===== config.mk =====
export PLATFORM = sky130hd
export DESIGN_NAME = hs_npu_output_deskew
export DESIGN_NICKNAME = d
export VERILOG_FILES = /design/src/rtl/hs_npu_output_deskew.sv
export SDC_FILE = /design/constraint.sdc
export NUM_CORES = 2
export LEC_CHECK = 0
export ABC_AREA = 1
export BUFFER_PORTS_ARGS = -buffer_cell sky130_fd_sc_hd__buf_2
export CORE_MARGIN = 5
export CORE_UTILIZATION = 30
export DETAILED_ROUTE_END_ITERATION = 12
export GPL_ROUTABILITY_DRIVEN = 0
export GPL_TIMING_DRIVEN = 1
export PLACE_DENSITY = 0.49
export SETUP_SLACK_MARGIN = 0.1
export SLEW_MARGIN = 30
export SYNTH_ARGS = -nofsm -noshare
export SYNTH_HDL_FRONTEND = slang
export SYNTH_SLANG_ARGS = --single-unit

===== constraint.sdc =====
create_clock -name clk -period 8.2 [get_ports clk]
set_input_delay 1.64 -clock clk [delete_from_list [all_inputs] [get_ports clk]]
set_output_delay 1.64 -clock clk [all_outputs]
set_load 0.01 [all_outputs]

===== src/rtl/hs_npu_output_deskew.sv =====
// Output deskew and requantize stage for the NPU matrix-multiply unit.
// Each column result is queued in its own small circular buffer. A row is
// released when every column holds at least one element, so the diagonal
// skew of the systolic array is absorbed here. Released elements pass
// through optional ReLU, a round-half-up arithmetic right shift and
// saturation to OUT_WIDTH before being registered on a ready/valid output.
module hs_npu_output_deskew #(
  parameter int SIZE      = 8,
  parameter int IN_WIDTH  = 32,
  parameter int OUT_WIDTH = 16,
  parameter int DEPTH     = 4
) (
  input  logic                             clk,
  input  logic                             rst,
  input  logic                             flush,
  input  logic [SIZE-1:0][IN_WIDTH-1:0]    in_data,
  input  logic [SIZE-1:0]                  in_valid,
  input  logic                             relu_en,
  input  logic [4:0]                       shift,
  output logic [SIZE-1:0][OUT_WIDTH-1:0]   out_data,
  output logic                             out_valid,
  input  logic                             out_ready,
  output logic                             overflow,
  output logic [15:0]                      rows_out
);

  localparam int PTR_W = (DEPTH > 1) ? $clog2(DEPTH) : 1;
  localparam int CNT_W = $clog2(DEPTH + 1);
  localparam logic [CNT_W-1:0] CNT_FULL = CNT_W'(DEPTH);
  localparam logic signed [IN_WIDTH:0] SAT_MAX =
    {{(IN_WIDTH - OUT_WIDTH + 2){1'b0}}, {(OUT_WIDTH - 1){1'b1}}};
  localparam logic signed [IN_WIDTH:0] SAT_MIN =
    {{(IN_WIDTH - OUT_WIDTH + 2){1'b1}}, {(OUT_WIDTH - 1){1'b0}}};

  logic [IN_WIDTH-1:0] mem [SIZE][DEPTH];
  logic [PTR_W-1:0]    wr_ptr [SIZE];
  logic [PTR_W-1:0]    rd_ptr [SIZE];
  logic [CNT_W-1:0]    cnt    [SIZE];

  logic                            row_complete;
  logic                            pop;
  logic                            handshake;
  logic [SIZE-1:0]                 push;
  logic [SIZE-1:0]                 drop;
  logic [SIZE-1:0][OUT_WIDTH-1:0]  row_q;

  // One extra bit of headroom keeps the rounding add from wrapping.
  function automatic logic [OUT_WIDTH-1:0] requant(
    input logic [IN_WIDTH-1:0] x,
    input logic                relu,
    input logic [4:0]          sh
  );
    logic signed [IN_WIDTH:0] v;
    logic signed [IN_WIDTH:0] rnd;
    logic signed [IN_WIDTH:0] s;
    logic [OUT_WIDTH-1:0]     res;
    v = {x[IN_WIDTH-1], x};
    if (relu && x[IN_WIDTH-1]) v = '0;
    rnd = '0;
    if (sh != 5'd0) rnd = $signed({{IN_WIDTH{1'b0}}, 1'b1} << (sh - 5'd1));
    s = (v + rnd) >>> sh;
    if (s > SAT_MAX)      res = SAT_MAX[OUT_WIDTH-1:0];
    else if (s < SAT_MIN) res = SAT_MIN[OUT_WIDTH-1:0];
    else                  res = s[OUT_WIDTH-1:0];
    return res;
  endfunction

  // Row-ready detection, pop/push arbitration and the requantized head row.
  always_comb begin
    row_complete = 1'b1;
    push         = '0;
    drop         = '0;
    row_q        = '0;
    for (int j = 0; j < SIZE; j++) begin
      if (cnt[j] == '0) row_complete = 1'b0;
    end
    pop       = row_complete && (!out_valid || out_ready);
    handshake = out_valid && out_ready;
    for (int j = 0; j < SIZE; j++) begin
      // A full column still accepts a push when the same edge pops it.
      push[j]  = in_valid[j] && ((cnt[j] != CNT_FULL) || pop);
      drop[j]  = in_valid[j] && !push[j];
      row_q[j] = requant(mem[j][rd_ptr[j]], relu_en, shift);
    end
  end

  // Per-column pointer and occupancy tracking.
  always_ff @(posedge clk) begin
    if (rst || flush) begin
      for (int j = 0; j < SIZE; j++) begin
        wr_ptr[j] <= '0;
        rd_ptr[j] <= '0;
        cnt[j]    <= '0;
      end
    end else begin
      for (int j = 0; j < SIZE; j++) begin
        if (push[j]) wr_ptr[j] <= wr_ptr[j] + PTR_W'(1);
        if (pop)     rd_ptr[j] <= rd_ptr[j] + PTR_W'(1);
        case ({push[j], pop})
          2'b10:   cnt[j] <= cnt[j] + CNT_W'(1);
          2'b01:   cnt[j] <= cnt[j] - CNT_W'(1);
          default: cnt[j] <= cnt[j];
        endcase
      end
    end
  end

  // Column storage; contents are don't-care once the counts are cleared.
  always_ff @(posedge clk) begin
    if (!rst && !flush) begin
      for (int j = 0; j < SIZE; j++) begin
        if (push[j]) mem[j][wr_ptr[j]] <= in_data[j];
      end
    end
  end

  // Output register, sticky overflow flag and accepted-row counter.
  always_ff @(posedge clk) begin
    if (rst) begin
      out_valid <= 1'b0;
      out_data  <= '0;
      overflow  <= 1'b0;
      rows_out  <= '0;
    end else if (flush) begin
      out_valid <= 1'b0;
      out_data  <= '0;
      overflow  <= 1'b0;
    end else begin
      if (handshake) rows_out <= rows_out + 16'd1;
      if (pop) begin
        out_data  <= row_q;
        out_valid <= 1'b1;
      end else if (handshake) begin
        out_valid <= 1'b0;
      end
      if (|drop) overflow <= 1'b1;
    end
  end

endmodule

==> qor.txt <==
GR met1 Demand/Resource - 0.3070
PostCTS Resize Cnt - 0
first-pass GRT wire length - 525400 um
FFs w/ async S/R, synth - 0
Final Cycle Share - 0.8060
Pleak - 45.41 nW
Clock Path Buffers - 4
CTS Buf Count - 148
layout overhead on the synthesized area - 13.05%
mux contribution to synthesized area - 0.0002265
post-synthesis xor/xnor area fraction - 0.006740
I/O pin cnt - 420
RSZ-0062 raised after global routing - false
Antenna Violating Nets Remaining - 0
Hold Path Class - reg -> reg
Reg clk slew, reported paths - 0.06 ns
NumNets Final - 13.45k
via count - 87.46k
Clk Tree Root Cell - clkbuf_16
Pre-antenna DRT Iters - 6
buffers added on ports - 419
Top cell by count, worst path - nand2_1
status - finished, final reports clean
most frequent cells in the layout - nand2_1, nand3_1, inv_1, edfxtp_1, nor2_1
TNS Setup - 0 ns
Seq/Total Area, Yosys - 0.4001
Synth Instances - 12.75k
measured slew at the worst slew-check pin - 1.055 ns
slowest stage cell, crit path - nor2_4
Final WS setup - 1.591 ns
Compound-Gate Fraction of Synth Area - 0.07848
Avg WL per Cell - 21.28 um
M3 GR Usage - 0.03765
busiest grt layer - met2
Slew Limit Fails - 0
antenna violations before repair - 72
Sink Count - 1226
number of DRC markers in iteration 0 - 8605
Simple-Gate Fraction of Synth Area - 0.3981
Crit Path Max Fanout - 42
Register Area - 0.03535 mm2
routed wire length - 361200 um
final setup vio count - 0
Final Hold Viols - 0
leading cell type in the layout, fill and taps excluded - nand2_1
final core utilization - 0.3403
Post-CTS Setup Bufs - 0
Remaining Overflow, GRT - 0
Worst Clk Skew - 0.04456 ns
area share of fa/ha/maj cells after synthesis - 0.03727
pin count of the biggest net entering global routing - 170
dpl cell area - 0.09503 mm2
Final HPWL DP - 271000 um
TritonCTS clock tree - yes
post-placement setup slack - 0.8973 ns
synth warn - 0
Critical Path RT - 8.98 ns
fmax - 151.3 MHz
gr usage total - 0.2245
largest family of logic cells by synthesized area - simple AND/OR/NAND/NOR gates
die height - 552.7 um
Final min period - 6.609 ns
number of global-route vias before repair - 79.84k
post-synthesis register bit count - 1226
Power Dens Cells - 172.4 mW/mm2
vias per cell - 5.151
WS Path Type - in -> reg
DRC - 0
Relative slew margins - 0.2949
Initial Util - 0.3010
Cell Rows - 199
# H-tree levels - 4
Critical Path Start Type - input port
number of flops mapped to enable cells by yosys - 1080
Power Total - 17.22 mW
die width - 552.7 um
global routing usage on met2 - 0.3558
max-capacitance violation count - 0
ratio of cells with drive above 1 in the final layout - 0.08225
DIE AREA - 0.3055 mm2
maximum vdd drop - 0.0001504 V
crit path DAT - 7.39 ns
fin area - 0.09990 mm2
sum of buffers and inverters on the critical path - 5
CP peak stage delay - 0.52 ns
Worst setup EP type - flip-flop
Placeable Area - 0.2936 mm2
Crit path max-delay family - simple AND/OR/NAND/NOR gates
# hold bufs at CTS - 0
Top FF cell, synth - edfxtp_1
synthesized cell area - 0.08837 mm2
count of cell types in the netlist - 58
clk_lat worst skew - 0.84 ns
syn_area_per_cell - 6.929 um2
footprint of the multi-input gates - 0.04649 mm2
Layout fillers - 31.77k
==> per-stage QoR <==
| step | std cells | hold WS, ns |
|---|---|---|
| after global placement | 16672 | 0.4323 |
| after global routing | 16953 | 0.4581 |
| after floorplan | 12760 | 0.4761 |
| after CTS | 16950 | 0.4506 |
| final | 16978 | 0.4487 |
| after detailed placement | 16688 | 0.4377 |
==> worst paths after layout <==
| check | startpoint | to | slack [ns] | cells after the start |
|---|---|---|---|---|
| min | out_data[50]$_SDFFE_PP0P_ | out_data[50]$_SDFFE_PP0P_ | 0.45 | 2 |
| max reg2reg | rd_ptr[1][0]$_SDFFCE_PN0P_ | out_data[69]$_SDFFE_PP0P_ | 2.10 | 30 |
| max | shift[1] | out_data[102]$_SDFFE_PP0P_ | 1.59 | 30 |
| min reg2reg | out_data[50]$_SDFFE_PP0P_ | out_data[50]$_SDFFE_PP0P_ | 0.45 | 2 |
==> per-layer routing <==
| layer | wire length, um | vias up | share of wire |
|---|---|---|---|
| li1 | - | 43155 | - |
| met1 | 159600 | 40789 | 0.44 |
| met2 | 160900 | 2895 | 0.45 |
| met3 | 25060 | 552 | 0.069 |
| met4 | 15260 | 66 | 0.042 |
| met5 | 429 | - | 0.0012 |
==> cell usage after synthesis, types with 8 or more instances <==
master,number,share of area
nand2_1,4066,0.17
nand3_1,2549,0.14
inv_1,1162,0.049
nor2_1,1122,0.048
edfxtp_1,1080,0.37
o21ai_0,581,0.033
a21oi_1,348,0.020
clkbuf_1,280,0.012
ha_1,252,0.036
o22ai_1,190,0.013
dfxtp_1,146,0.033
buf_1,140,0.0059
nand4_1,112,0.0079
buf_2,100,0.0057
nor3_1,96,0.0054
nand2_2,82,0.0058
xor2_1,44,0.0044
buf_4,42,0.0036
nand3_2,41,0.0046
o211ai_1,28,0.0024
xnor2_1,24,0.0024
inv_2,22,0.00093
o21a_1,19,0.0016
o21ai_1,18,0.0010
o221ai_1,18,0.0018
or2_2,18,0.0013
o21bai_1,16,0.0014
nand3b_1,13,0.0011
nand2_4,11,0.0014
nor2_2,11,0.00078
a31oi_1,10,0.00071
and3_1,9,0.00064
a21boi_1,8,0.00068
buf_6,8,0.0010
==> kinds of logic after synthesis <==
| kind of cell | count (synthesis) |
|---|---|
| XOR/XNOR | 68 |
| adder cells (fa/ha/maj) | 259 |
| buffers and inverters | 1765 |
| flip-flops | 1226 |
| AND/OR/NAND/NOR | 8165 |
| AO/OA/AOI/OAI | 1267 |
| other | 1 |
| multiplexers | 2 |
==> tightest hold or removal path, cell delays in order (launching register included) <==
cell     delay, ns
dfxtp_1       0.30
nand2_1       0.06
nand2_1       0.04
==> report_power, final <==
group / leakage (nW) / switching, mW / internal (mW) / total, mW
logic: 32.0 / 2.71 / 1.05 / 3.76
registers: 11.1 / 0.0397 / 6.89 / 6.93
clock network: 2.34 / 2.77 / 3.75 / 6.53
==> layout make-up <==
class | instances | share of cell area
Antenna cell | 26 | 0.0006513
Clock buffer | 178 | 0.03896
Clock inverter | 84 | 0.008805
Inverter | 1192 | 0.04531
Multi-Input combinational cell | 9769 | 0.4654
Sequential cell | 1226 | 0.3539
Tap cell | 3919 | 0.04908
Timing Repair Buffer | 584 | 0.03786
==> sequential cells by signal, summed over array words and instances, names as in the netlist <==
name	flops
rows_out	16
mem	1024
cnt	24
wr_ptr	16
out_data	128
overflow	1
out_valid	1
rd_ptr	16
No activity file was read; power rests on OpenSTA's default activity.
